[src/rtl/prog_mem_if.sv]
// rtl/prog_mem_if.sv - loader-side load request and write stream for prog_mem
interface prog_mem_if #(
  parameter int DATA_W = 4
);
  logic              load_req;
  logic              wr_valid;
  logic [DATA_W-1:0] wr_data;
  logic              wr_ready;

  modport master (output load_req, output wr_valid, output wr_data, input wr_ready);
  modport slave  (input load_req, input wr_valid, input wr_data, output wr_ready);
endinterface

[src/rtl/prog_mem.sv]
// rtl/prog_mem.sv - program memory with stream loader FSM; optional checksum via PROG_MEM_CHECKSUM_EN
module prog_mem #(
  parameter int ADDR_W = 1,
  parameter int DATA_W = 4
) (
  input  logic              clk,
  input  logic              n_rst,
  input  logic [ADDR_W-1:0] addr_i,
  output logic [DATA_W-1:0] data_o,
  prog_mem_if.slave         wr_if,
  output logic              cpu_n_rst_o,
  output logic              loading_o,
  output logic [DATA_W-1:0] chk_o
);

  localparam int DEPTH = 1 << ADDR_W;
  // Pointer is one bit wider than the address so the last slot is detected, never wrapped.
  localparam logic [ADDR_W:0] LAST_PTR = {1'b0, {ADDR_W{1'b1}}};

  typedef enum logic [1:0] {
    S_RUN,
    S_LOAD,
    S_FULL,
    S_RELEASE
  } state_t;

  state_t            state_q, state_d;
  logic [ADDR_W:0]   wptr_q, wptr_d;
  logic              wr_en;
  logic              cpu_n_rst_q;
  logic [DATA_W-1:0] mem_q [DEPTH];

  // State and write pointer registers.
  always_ff @(posedge clk or negedge n_rst) begin
    if (!n_rst) begin
      state_q <= S_RELEASE;
      wptr_q  <= '0;
    end else begin
      state_q <= state_d;
      wptr_q  <= wptr_d;
    end
  end

  // Next state, pointer advance and write strobe.
  always_comb begin
    state_d = state_q;
    wptr_d  = wptr_q;
    wr_en   = 1'b0;
    case (state_q)
      S_RUN: begin
        if (wr_if.load_req) begin
          state_d = S_LOAD;
          wptr_d  = '0;
        end
      end
      S_LOAD: begin
        // A word offered in the cycle load_req drops is still taken.
        if (wr_if.wr_valid) begin
          wr_en  = 1'b1;
          wptr_d = wptr_q + 1'b1;
        end
        if (!wr_if.load_req) begin
          state_d = S_RELEASE;
        end else if (wr_if.wr_valid && (wptr_q == LAST_PTR)) begin
          state_d = S_FULL;
        end
      end
      S_FULL: begin
        if (!wr_if.load_req) begin
          state_d = S_RELEASE;
        end
      end
      S_RELEASE: begin
        state_d = S_RUN;
      end
      default: begin
        state_d = S_RELEASE;
      end
    endcase
  end

  // Program storage, cleared to LED-OFF instructions on reset.
  always_ff @(posedge clk or negedge n_rst) begin
    if (!n_rst) begin
      mem_q <= '{default: '0};
    end else if (wr_en) begin
      mem_q[wptr_q[ADDR_W-1:0]] <= wr_if.wr_data;
    end
  end

  // CPU reset flop: released only on the edge that lands in RUN, so it never glitches.
  always_ff @(posedge clk or negedge n_rst) begin
    if (!n_rst) begin
      cpu_n_rst_q <= 1'b0;
    end else begin
      cpu_n_rst_q <= (state_d == S_RUN);
    end
  end

`ifdef PROG_MEM_CHECKSUM_EN
  logic [DATA_W-1:0] chk_q, chk_d;

  // Running XOR of accepted words, restarted on every new load session.
  always_comb begin
    chk_d = chk_q;
    if ((state_q == S_RUN) && wr_if.load_req) begin
      chk_d = '0;
    end else if (wr_en) begin
      chk_d = chk_q ^ wr_if.wr_data;
    end
  end

  // Checksum register.
  always_ff @(posedge clk or negedge n_rst) begin
    if (!n_rst) begin
      chk_q <= '0;
    end else begin
      chk_q <= chk_d;
    end
  end

  assign chk_o = chk_q;
`else
  assign chk_o = '0;
`endif

  assign data_o         = mem_q[addr_i];
  assign wr_if.wr_ready = (state_q == S_LOAD);
  assign loading_o      = (state_q == S_LOAD) || (state_q == S_FULL);
  assign cpu_n_rst_o    = cpu_n_rst_q;

endmodule

[src/flat_wrapper.sv]
// flat-port wrapper written by rule: the top's interface ports become plain ports
module prog_mem_flat 
#(
  parameter int ADDR_W = 1,
  parameter int DATA_W = 4
)
  (clk, n_rst, addr_i, data_o, cpu_n_rst_o, loading_o, chk_o, wr_if_load_req, wr_if_wr_valid, wr_if_wr_data, wr_if_wr_ready);
  prog_mem_if #(.DATA_W(DATA_W)) wr_if_i ();
  input  logic clk;
  input  logic n_rst;
  input  logic [ADDR_W-1:0] addr_i;
  output logic [DATA_W-1:0] data_o;
  output logic cpu_n_rst_o;
  output logic loading_o;
  output logic [DATA_W-1:0] chk_o;
  input wire logic [$bits(wr_if_i.load_req)-1:0] wr_if_load_req;
  input wire logic [$bits(wr_if_i.wr_valid)-1:0] wr_if_wr_valid;
  input wire logic [$bits(wr_if_i.wr_data)-1:0] wr_if_wr_data;
  output wire logic [$bits(wr_if_i.wr_ready)-1:0] wr_if_wr_ready;
  assign wr_if_i.load_req = wr_if_load_req;
  assign wr_if_i.wr_valid = wr_if_wr_valid;
  assign wr_if_i.wr_data = wr_if_wr_data;
  assign wr_if_wr_ready = wr_if_i.wr_ready;
  prog_mem #(.ADDR_W(ADDR_W), .DATA_W(DATA_W)) u_core (.clk(clk), .n_rst(n_rst), .addr_i(addr_i), .data_o(data_o), .wr_if(wr_if_i), .cpu_n_rst_o(cpu_n_rst_o), .loading_o(loading_o), .chk_o(chk_o));
endmodule
[config.mk]
export PLATFORM = sky130hd
export DESIGN_NAME = prog_mem_flat
export DESIGN_NICKNAME = d
export VERILOG_FILES = /design/src/rtl/prog_mem_if.sv /design/src/rtl/prog_mem.sv /design/src/flat_wrapper.sv
export SDC_FILE = /design/constraint.sdc
export NUM_CORES = 1
export LEC_CHECK = 0
export BUFFER_PORTS_ARGS = -buffer_cell sky130_fd_sc_hd__buf_2
export CAP_MARGIN = 10
export CORE_MARGIN = 5
export CORE_UTILIZATION = 50
export CTS_CLUSTER_SIZE = 16
export DETAILED_ROUTE_END_ITERATION = 12
export HOLD_SLACK_MARGIN = 0.06
export MAX_ROUTING_LAYER = met4
export PLACE_DENSITY = 0.82
export RECOVER_POWER = 100
export SYNTH_ARGS = -nofsm -noshare
export SYNTH_HDL_FRONTEND = slang
export SYNTH_SLANG_ARGS = --single-unit
[constraint.sdc]
create_clock -name clk -period 2 [get_ports clk]
set_input_delay 0.3 -clock clk [delete_from_list [all_inputs] [get_ports clk]]
set_output_delay 0.3 -clock clk [all_outputs]
set_load 0.03 [all_outputs]
## Yosys cells after proc, flatten, opt, wreduce, memory -nomap -nowiden

Index checks and enable logic that the tools add are counted.

- Reduce and logical (&&, ||, !) cells: 7
- Equal/unequal tests: 6
- Mux-type cells: 16
- Bitwise operators: 2
- $add $sub $neg: 1
- Magnitude comparators: 3

Operator list:

| operator | count |
|---|---|
| $mux W4 | 4 |
| $mux W2 | 6 |
| $bwmux W8 | 1 |
| $pmux W2 S4 | 1 |
| $demux W4 S1 | 1 |
| $eq A2 B1 Y1 const B | 2 |
| $eq A2 B2 Y1 const B | 2 |
| $ge A2 B2 Y1 const B | 2 |
| $logic_not A2 Y1 | 2 |
| $ne A2 B2 Y1 const B | 2 |
| $not A1 Y2 | 2 |
| $pmux W2 S2 | 1 |
| $reduce_and A3 Y1 | 1 |
| $add A2 B1 Y2 const B | 1 |
| $logic_and A1 B1 Y1 | 2 |
| $lt A2 B1 Y1 const B | 1 |
| $mux W1 | 2 |
| $reduce_bool A2 Y1 | 1 |
| $logic_or A1 B1 Y1 | 1 |

- Output and inout bits: 11
- Register bits: 13
- Input port bits: 9
- Logic and storage cells: 40

## Depth between registers and ports, before layout

Gate-level depths: netlist (run 1).

- Depth after elaboration: 6
- Mapped depth: 8
- Mapped depth without buffers: 6

## Least setup slack after synthesis (run 1)

No wires, ideal clock.

- Kind: reg-to-reg
- Start point: register u_core.state_q[0]
- End point: register u_core.mem_q[4] (netlist bit)
- Cell stages (with the launch flop): 7
- Data arrival time: 1.721 ns
- Clock period less this slack: 1.846 ns
- Required time: 1.875 ns
- Setup slack: 0.154 ns
- Library setup time: 0.125 ns
- Path buffers: 2
- Cells stage by stage: dfstp_2 > ha_1 > buf_6 > nand2_2 > or2_1 > buf_6 > mux2_4

- Word-level cells in the longest chain between the ends: 2

RTL lines:

| item | RTL line | RTL |
|---|---|---|
| from (decl) | prog_mem.sv:27 | `state_t state_q, state_d;` |
| from (signal assigned) | prog_mem.sv:39 | `state_q <= state_d;` |
| $eq A2 B1 Y1 | -- |  |
| net wr_if_wr_ready | flat_wrapper.sv:19 | `output wire logic [$bits(wr_if_i.wr_ready)-1:0] wr_if_wr_ready;` |
| $mux W1 | prog_mem.sv:49 | `case (state_q)` |
| to (signal, indexed assignment) | prog_mem.sv:87 | `mem_q[wptr_q[ADDR_W-1:0]] <= wr_if.wr_data;` |
| to (decl) | prog_mem.sv:31 | `logic [DATA_W-1:0] mem_q [DEPTH];` |

The timed path passes the listed nets, and every way through them passes these cells.
A chain may end at the register's enable or synchronous reset.

## Worst setup path after layout (run 1)

- Start point: register u_core.state_q[1]
- End point: output loading_o

- Word-level cells in the longest chain between the ends: 2
- Elaborated cells between the ends (all ways): 3
- Classes of those cells: 2 x eq/ne; 1 x reduce/logical

RTL lines:

| item | RTL line | RTL |
|---|---|---|
| $eq A2 B1 Y1 / $eq A2 B2 Y1 (equally long branches) | prog_mem.sv:129 | `assign loading_o = (state_q == S_LOAD) \|\| (state_q == S_FULL);` |
| $logic_or A1 B1 Y1 * | prog_mem.sv:129 |  |
| to (decl) | flat_wrapper.sv:14 | `output logic loading_o;` |

Mark *: on every way between the ends. The rest lies on a longest branch, timed or not.

==> results of run 1 <==
## sequential cells by signal (all words and copies together), names as in the netlist
signal,flops
u_core.cpu_n_rst_o,1
u_core.mem_q,8
u_core.wptr_q,2
u_core.state_q,2
## stage by stage
step / hold WS, ns / cell area [sq um] / power [W] / std cells / worst slack (ns)
finish: 0.262 / 835 / 0.00136 / 99 / 0.180
global route: 0.247 / 835 / 0.00149 / 99 / 0.0907
CTS: 0.273 / 855 / 0.00144 / 99 / 0.217
detailed placement: 0.204 / 818 / 0.00127 / 94 / 0.207
global placement: 0.197 / 818 / 0.00125 / 94 / 0.287
floorplan: 0.00441 / 776 / 0.00115 / 69 / 0.154
## path summary, 6_finish.rpt
| kind | start | end |
|---|---|---|
| min | wr_if_wr_data[3] | u_core.mem_q[7]$_DFFE_PN0P_ |
| max | u_core.state_q[1]$_DFF_PN1_ | loading_o |
| min in group asynchronous | n_rst | u_core.mem_q[5]$_DFFE_PN0P_ |
| max in group asynchronous | n_rst | u_core.mem_q[0]$_DFFE_PN0P_ |
| max reg2reg | u_core.state_q[1]$_DFF_PN1_ | u_core.wptr_q[0]$_DFFE_PN0P_ |
| min reg2reg | u_core.mem_q[6]$_DFFE_PN0P_ | u_core.mem_q[6]$_DFFE_PN0P_ |
## power by group through the flow
stage / Clock [W] / Combinational [W] / Sequential (W)
after floorplan: 0 / 0.000655 / 0.000490
after global placement: 0 / 0.000761 / 0.000487
after detailed placement: 0 / 0.000780 / 0.000492
after CTS: 0.000165 / 0.000783 / 0.000489
after global routing: 0.000185 / 0.000801 / 0.000500
final: 0.000157 / 0.000724 / 0.000483
## worst max-delay path, stage by stage (launching register included)
cell	delay, ns
dfstp_1	0.56
inv_1	0.11
ha_1	0.28
clkbuf_1	0.30
## kinds of logic (layout without fill, tap and decap cells)
kind of cell / count (synthesis) / count (layout)
buffers and inverters: 9 / 23
AND/OR/NAND/NOR: 13 / 13
adder cells (fa/ha/maj): 6 / 6
multiplexers: 13 / 13
AO/OA/AOI/OAI: 11 / 11
other: 1 / 4
flip-flops: 13 / 13
## placed cells by master, fill, tap and decap left out
master and n:
nor3_1 1, clkbuf_4 3, o21ai_0 3, clkbuf_1 8, dfstp_2 1, mux2_4 1
ha_1 6, nand2b_1 2, a22oi_1 1, nand2_2 1, nor2b_1 1, buf_2 7
a31oi_1 1, inv_1 3, mux2i_1 1, dlygate4sd3_1 1, mux2_1 3, a221o_1 1
mux2_2 8, o22ai_1 3, dfstp_1 1, nand3_1 1, clkbuf_2 1, dfrtp_1 11
nand2_1 3, conb_1 4, or2_1 1, nor2_1 3, o21a_1 1, a21oi_1 1
## layer usage
metal | vias to the layer above | GRT usage | share of wire
met5 | - | - | 0
met4 | 0 | 0.0538 | 0.0031
met3 | 2 | 0.0367 | 0.057
met2 | 17 | 0.182 | 0.46
met1 | 234 | 0.154 | 0.48
li1 | 256 | - | -
## repair_timing
action,4_1_cts,5_1_grt
endpoints found under the hold margin,11,0
hold buffers,1,0
gates resized for setup,0,0
## cell type report
class,count,share of cell area
repair buffers,16,0.0915
clock buffers,4,0.0315
inverters,3,0.0135
multi-input cells,47,0.447
well taps,16,0.0240
flip-flops and latches,13,0.393
==> flow_summary.json, run 1 <==
{
  "outcome": "completed",
  "cap_violations": 0,
  "avgSynthCellArea_sq_um": 11.6,
  "grt_overflow": 0,
  "hold_violations": 0,
  "synth.top_cells.by_area": "dfrtp_1 (36%), mux2_2 (12%), ha_1 (9.8%)",
  "hold_depth": 2,
  "rsz0062_at_grt": "no",
  "synth-xor-area-share": 0,
  "via_per_inst": 5.14,
  "vias": 509,
  "crit_arrival_ns": 1.52,
  "drt_wl_total_um": 1270,
  "p_sw_frac": 0.435,
  "multi_input_area_sq_um": 373,
  "p_int_w": 0.000771,
  "io_pins": 20,
  "drv_slew": 0,
  "core_area_sq_um": 1470,
  "initial_utilization": 0.520,
  "cts_tree": "done",
  "synth_largest_area_cell": "dfrtp_1",
  "tightest_slew_ns": 0.682,
  "numCtsBuffers": 3,
  "drtIter0Drc": 8,
  "clk_pin_slew_ns": 0.08,
  "cts_root_buffer": "clkbuf_4",
  "synthAdderAreaFrac": 0.0982,
  "synthMuxAreaShare": 0.209,
  "avgRoutedWirePerCell_um": 12.8,
  "grt_max_degree": 14,
  "ys_seq_area_frac": 0.429,
  "crit_path_start_kind": "flip-flop",
  "synth_area_sq_um": 764,
  "drc_errors": 0,
  "hold_path_class": "input pin to flip-flop",
  "antenna-diode-count": 0,
  "grt_usage": 0.123,
  "r2r_cells": 6,
  "synth_seq_cells": 13,
  "synth-compound-area-share": 0.0917,
  "dp_hpwl_um": 999,
  "die_y_um": 49.1,
  "async_flop_share": 1.00,
  "seq_area_sq_um": 328,
  "rows": 14,
  "cp.required_ns": 1.70,
  "portBuffers": 15,
  "finalCriticalPeriod_ns": 1.82,
  "antenna_found_initial": 0,
  "drive_gt1_frac": 0.265,
  "nFillCells": 136,
  "yosysUniqueCellTypes": 25,
  "final_antenna_net_count": 0,
  "yosysWarningCount": 0,
  "path_class": "flip-flop to output pin",
  "synthFlopType": "dfrtp_1",
  "final_core_util": 0.567,
  "finClkSkew_ns": 0.00281,
  "grt_pass1_vias": 533,
  "fin_crit_sh": 0.910,
  "area_delta_synth_final_pct": 9.17,
  "gp_congestion": 0.819,
  "power.density_nw_per_um2": 1630,
  "synth_top_family_by_area": "multiplexers",
  "die-area_sq_um": 2410,
  "leakagePower_nw": 0.387,
  "netSwitchingPower_w": 0.000593,
  "cts_setup_buffers": 0,
  "max_freq_mhz": 550,
  "pwr-share-seq": 0.354,
  "combPwrFrac": 0.531,
  "h-tree-depth": 1,
  "grt_pass1_wl_um": 2300,
  "synth_simple_gate_area_share": 0.0835,
  "yosysTopAreaCellShare": 0.360,
  "fin_nets": 99,
  "vdd_ir_drop_max_v": 0.000767,
  "fin_tns_setup_ns": 0,
  "die_w_um": 49.1,
  "synth_commonest_cells": "dfrtp_1 (11), mux2_2 (8), ha_1 (6), buf_4 (4), mux2_4 (4)",
  "ff2ff_setup_slack_ns": 0.24,
  "cp_max_fo": 5,
  "yosysMostFrequentCell": "dfrtp_1",
  "synthCells": 66,
  "drt_first_pass_iters": 4,
  "setup_viol": 0,
  "cts_num_sinks": 13,
  "pwr-share-clk": 0.115,
  "crit_path_end_kind": "output pin",
  "synth_edf_count": 0,
  "clk_latency_ns": 0.26,
  "relSlewSlack": 0.545,
  "cts_buffer_depth": 2
}
No activity file was read; power rests on OpenSTA's default activity.
==> run 2: changes to the inputs <==
--- a/config.mk
+++ b/config.mk
@@ -5,10 +5,11 @@
 export SDC_FILE = /design/constraint.sdc
 export NUM_CORES = 1
 export LEC_CHECK = 0
+export ABC_AREA = 1
 export BUFFER_PORTS_ARGS = -buffer_cell sky130_fd_sc_hd__buf_2
 export CAP_MARGIN = 10
 export CORE_MARGIN = 5
-export CORE_UTILIZATION = 50
+export CORE_UTILIZATION = 49
 export CTS_CLUSTER_SIZE = 16
 export DETAILED_ROUTE_END_ITERATION = 12
 export HOLD_SLACK_MARGIN = 0.06
==> flow_summary.json, run 2 <==
{
  "leakagePower_nw": 0.431,
  "drtIter0Drc": 14,
  "vias": 538,
  "cts_buffer_depth": 2,
  "hold_violations": 0,
  "rows": 13,
  "tightest_slew_ns": 0.661,
  "layout_commonest_cell": "nand2_1",
  "power.density_nw_per_um2": 1580,
  "path_class": "flip-flop to output pin",
  "synthCells": 81,
  "relSlewSlack": 0.559,
  "yosysUniqueCellTypes": 18,
  "drive_gt1_frac": 0.152,
  "avgRoutedWirePerCell_um": 12.0,
  "pre_cts_ws_ns": 0.451,
  "fin_tns_setup_ns": 0,
  "drt_first_pass_iters": 4,
  "top_regs": "u_core.mem_q x8, u_core.state_q x2, u_core.wptr_q x2",
  "final_antenna_net_count": 0,
  "synthFlopType": "dfrtp_1",
  "min_from": "wr_if_wr_data[2]",
  "synth_area_sq_um": 714,
  "crit_chain": "inv_1, ha_1, buf_2",
  "cp_top_family": "flip-flops",
  "largest_register_ffs": 8,
  "crit_path_start_kind": "flip-flop",
  "async_flop_share": 1.00,
  "gp_congestion": 0.750,
  "portBuffers": 15,
  "outcome": "completed",
  "drc_errors": 0,
  "fin_crit_sh": 0.885,
  "antenna_found_initial": 0,
  "crit_arrival_ns": 1.47,
  "synth_seq_cells": 13,
  "slowest_delay_ns": 0.58,
  "yosysWarningCount": 0,
  "yosysMostFrequentCell": "nand2_1",
  "synth_largest_area_cell": "dfrtp_1",
  "grt_usage": 0.149,
  "critPathBufInv": 2,
  "clk_pin_slew_ns": 0.08,
  "clk_latency_ns": 0.28,
  "avgSynthCellArea_sq_um": 8.82,
  "cts_num_sinks": 13,
  "cts_tree": "done",
  "grt_max_degree": 14,
  "yosysTopAreaCellShare": 0.385,
  "die-area_sq_um": 2320,
  "dp_hpwl_um": 1110,
  "whs_ns": 0.289,
  "area_delta_synth_final_pct": 13.7,
  "fin_area_sq_um": 812,
  "synth.top_cells.by_area": "dfrtp_1 (39%), ha_1 (11%), nand2_1 (11%)",
  "max_freq_mhz": 565,
  "grt_pass1_vias": 506,
  "die_y_um": 48.2,
  "critPathSlowestCell": "dfstp_1",
  "cts_root_buffer": "clkbuf_4",
  "fin_ws_ns": 0.229,
  "largest-register": "u_core.mem_q",
  "vdd_ir_drop_max_v": 0.000848,
  "finalCriticalPeriod_ns": 1.77,
  "hold_path_class": "input pin to flip-flop",
  "drv_slew": 0,
  "final_cell_mix": "nand2_1 (20), inv_1 (13), dfrtp_1 (11)",
  "cp.required_ns": 1.70,
  "rsz0062_at_grt": "no",
  "fin_nets": 115,
  "startpoint": "u_core.state_q[0]$_DFF_PN1_",
  "numCtsBuffers": 3,
  "via_per_inst": 4.72,
  "h-tree-depth": 1,
  "finClkSkew_ns": 0.000498,
  "synth_edf_count": 0,
  "antenna-diode-count": 0,
  "place_area_sq_um": 785,
  "reg2reg_from": "u_core.state_q[1]$_DFF_PN1_",
  "initial_utilization": 0.536,
  "drt_wl_total_um": 1370,
  "grt_overflow": 0,
  "cts_setup_buffers": 0,
  "core_area_sq_um": 1330,
  "crit_path_end_kind": "output pin",
  "die_w_um": 48.2,
  "ys_seq_area_frac": 0.459,
  "synth_commonest_cells": "nand2_1 (20), inv_1 (13), dfrtp_1 (11), ha_1 (6), o21ai_0 (5)",
  "setup_viol": 0,
  "grt_pass1_wl_um": 2150,
  "cap_violations": 0,
  "io_pins": 20,
  "cp_max_fo": 4,
  "final_core_util": 0.609
}
-- run 2: cell types whose count changed after synthesis, moves of 4 or more --
| cell | change |
|---|---|
| inv_1 | +10 |
| mux2_2 | -4 |
| mux2_4 | -4 |
| nand2_1 | +17 |
| o21ai_1 | +4 |
-- run 2: path summary, 6_finish.rpt --
kind / to / slack, ns / depth (start not counted)
hold reg to reg: u_core.mem_q[3]$_DFFE_PN0P_ / 0.49 / 2
setup / recovery: loading_o / 0.23 / 3
setup reg to reg: u_core.mem_q[4]$_DFFE_PN0P_ / 0.39 / 5
min in group asynchronous: u_core.wptr_q[1]$_DFFE_PN0P_ / 0.55 / 2
max in group asynchronous: u_core.mem_q[4]$_DFFE_PN0P_ / 1.03 / 2
hold / removal: u_core.mem_q[6]$_DFFE_PN0P_ / 0.29 / 3
-- run 2: power by group --
part	internal, W	switching (W)	total (W)
clock	0.0000776	0.0000887	0.000166
sequential	0.000394	0.0000785	0.000472
combinational	0.000212	0.000435	0.000646
total	0.000683	0.000602	0.00128
-- run 2: worst register-to-register path, stage by stage (launching register included) --
cell     delay (ns)
dfstp_1        0.58
inv_1          0.11
ha_1           0.22
nand2_1        0.10
or2_0          0.31
o21ai_0        0.16
-- run 2: timing repair --
item | in CTS | in global routing
endpoints found under the hold margin | 11 | 0
gates resized for setup | 0 | 0
setup endpoints to repair | 0 | 0
hold buffers | 1 | 0
-- run 2: cell type report --
type,instances,area [sq um]
well taps,15,18.8
multi-input cells,53,314
fillers,127,522
inverters,13,48.8
clock buffers,4,26.3
repair buffers,16,76.3
flip-flops and latches,13,328
-- run 2: per-layer routing --
layer	GRT usage	wire (um)	up-vias
met5	-	0	-
met4	0.0968	42	0
met3	0.0554	67	5
met2	0.229	694	14
met1	0.158	564	237
li1	-	-	282
-- run 2: cell families after synthesis --
logic type | Yosys count | synth area share
flip-flops | 13 | 0.459
buffers and inverters | 18 | 0.117
AND/OR/NAND/NOR | 24 | 0.133
multiplexers | 5 | 0.0771
AO/OA/AOI/OAI | 14 | 0.103
other | 1 | 0.00525
adder cells (fa/ha/maj) | 6 | 0.105
-- run 2: through the flow --
| stage | power [W] | std cells |
|---|---|---|
| floorplan | 0.000996 | 84 |
| global placement | 0.00112 | 109 |
| detailed placement | 0.00116 | 109 |
| CTS | 0.00133 | 114 |
| global route | 0.00140 | 114 |
| finish | 0.00128 | 114 |
==> run 3: changes to the inputs <==
--- a/config.mk
+++ b/config.mk
@@ -8,13 +8,13 @@
 export ABC_AREA = 1
 export BUFFER_PORTS_ARGS = -buffer_cell sky130_fd_sc_hd__buf_2
 export CAP_MARGIN = 10
-export CORE_MARGIN = 5
-export CORE_UTILIZATION = 49
+export CORE_UTILIZATION = 52
+export CTS_BUF_LIST = sky130_fd_sc_hd__clkbuf_2 sky130_fd_sc_hd__clkbuf_4 sky130_fd_sc_hd__clkbuf_8
 export CTS_CLUSTER_SIZE = 16
 export DETAILED_ROUTE_END_ITERATION = 12
 export HOLD_SLACK_MARGIN = 0.06
 export MAX_ROUTING_LAYER = met4
-export PLACE_DENSITY = 0.82
+export PLACE_DENSITY = 0.86
 export RECOVER_POWER = 100
 export SYNTH_ARGS = -nofsm -noshare
 export SYNTH_HDL_FRONTEND = slang
==> flow_summary.json, run 3 (synthesis gave the netlist of run 2 again) <==
{
  "stdcell_count": 113,
  "drive_gt1_frac": 0.162,
  "multi_input_area_sq_um": 314,
  "vias": 566,
  "relSlewSlack": 0.553,
  "power.density_nw_per_um2": 1580,
  "core_area_sq_um": 1190,
  "grt_pass1_wl_um": 2090,
  "final_cell_mix": "nand2_1 (20), inv_1 (13), dfrtp_1 (11)",
  "finalCriticalPeriod_ns": 1.73,
  "grt_use_met1": 0.239,
  "r2r_cells": 5,
  "die_y_um": 39.1,
  "antenna-diode-count": 0,
  "vdd_ir_drop_max_v": 0.000879,
  "fin_crit_sh": 0.865,
  "cts_buffer_depth": 2,
  "grtUsageMet2": 0.367,
  "die-area_sq_um": 1530,
  "critPathSlowestCell": "dfstp_1",
  "die_w_um": 39.1,
  "io_pins": 20,
  "drt_first_pass_iters": 2,
  "met3_usage": 0.0867,
  "top_usage_layer": "met2",
  "clk_pin_slew_ns": 0.08,
  "h-tree-depth": 1,
  "grt_usage": 0.210,
  "max_freq_mhz": 578,
  "cts_root_buffer": "clkbuf_4",
  "rows": 12,
  "dp_hpwl_um": 981,
  "drtIter0Drc": 6,
  "initial_utilization": 0.602,
  "crit_path_start_kind": "flip-flop",
  "tightest_slew_ns": 0.670,
  "numPlacedInstances": 108,
  "hold_path_class": "input pin to flip-flop",
  "cap_violations": 0,
  "slowest_delay_ns": 0.57,
  "nFillCells": 101,
  "grt_overflow": 0,
  "outcome": "completed",
  "path_class": "flip-flop to output pin",
  "cp_max_fo": 4,
  "finClkSkew_ns": 0.00888,
  "crit_arrival_ns": 1.43,
  "largest-register": "u_core.mem_q",
  "leakagePower_nw": 0.435,
  "largest_register_ffs": 8,
  "final_antenna_net_count": 0,
  "gp_congestion": 0.910,
  "via_per_inst": 5.01,
  "rsz0062_at_grt": "no",
  "crit_path_end_kind": "output pin",
  "layout_commonest_cell": "nand2_1",
  "drt_wl_total_um": 1230,
  "grt_max_degree": 14,
  "crit_chain": "inv_1, ha_1, buf_2",
  "drc_errors": 0,
  "whs_ns": 0.290,
  "hold_depth": 3,
  "clk_latency_ns": 0.28,
  "avgRoutedWirePerCell_um": 10.9,
  "seq_area_sq_um": 328,
  "fin_tns_setup_ns": 0,
  "cts_tree": "done",
  "grt_pass1_vias": 534,
  "fin_nets": 115,
  "numCtsBuffers": 3,
  "antenna_found_initial": 0,
  "area_delta_synth_final_pct": 14.0,
  "top_regs": "u_core.mem_q x8, u_core.state_q x2, u_core.wptr_q x2",
  "cp.required_ns": 1.70,
  "setup_viol": 0,
  "drv_slew": 0,
  "portBuffers": 15,
  "hold_violations": 0,
  "cts_num_sinks": 13
}
## run 3: cell counts in the layout (fill, tap and decap cells not counted)
Identical to the previous run, type by type.
## run 3: worst max-delay path, delay by kind of cell (launching register included)
kind	cells	cell delay, ns
buffers and inverters	2	0.29
DFF	1	0.57
adders and majority gates	1	0.30
## run 3: layout make-up
cell class	count	area share
Inverter	13	0.0599
Timing Repair Buffer	16	0.0937
Multi-Input combinational cell	53	0.386
Tap cell	14	0.0215
Sequential cell	13	0.402
Clock buffer	4	0.0369
## run 3: path summary, 6_finish.rpt
kind                                             start                            to  slack (ns)
max                        u_core.state_q[0]$_DFF_PN1_                     loading_o        0.27
min                                   wr_if_wr_data[1]   u_core.mem_q[5]$_DFFE_PN0P_        0.29
max reg2reg                u_core.state_q[1]$_DFF_PN1_   u_core.mem_q[4]$_DFFE_PN0P_        0.42
min reg2reg                u_core.mem_q[0]$_DFFE_PN0P_   u_core.mem_q[0]$_DFFE_PN0P_        0.49
max in group asynchronous                        n_rst   u_core.mem_q[1]$_DFFE_PN0P_        1.00
min in group asynchronous                        n_rst  u_core.wptr_q[1]$_DFFE_PN0P_        0.56
## run 3: per-stage QoR
stage | utilization | power [W] | area (sq um) | worst slack, ns
2_1_floorplan | - | 0.000996 | 726 | 0.428
3_3_place_gp | 0.660 | 0.00111 | 783 | 0.543
3_5_place_dp | 0.660 | 0.00115 | 783 | 0.418
4_1_cts | 0.694 | 0.00133 | 823 | 0.296
5_1_grt | 0.687 | 0.00141 | 815 | 0.214
6_report | 0.687 | 0.00129 | 815 | 0.271
## run 3: metal layers
layer / share of wire / vias to the layer above
met2: 0.50 / 14
li1: - / 285
met3: 0.047 / 0
met4: 0 / 0
met5: 0 / -
met1: 0.46 / 267
## run 3: what timing repair did
item	4_1_cts	5_1_grt
resized for setup	0	0
hold buffers	1	0
buffers inserted	0	0
hold endpoints to repair	11	0
## run 3: power breakdown
part	total, W	switching, W	internal, W
logic	0.000649	0.000436	0.000214
registers	0.000465	0.0000715	0.000393
clock network	0.000174	0.0000829	0.0000909
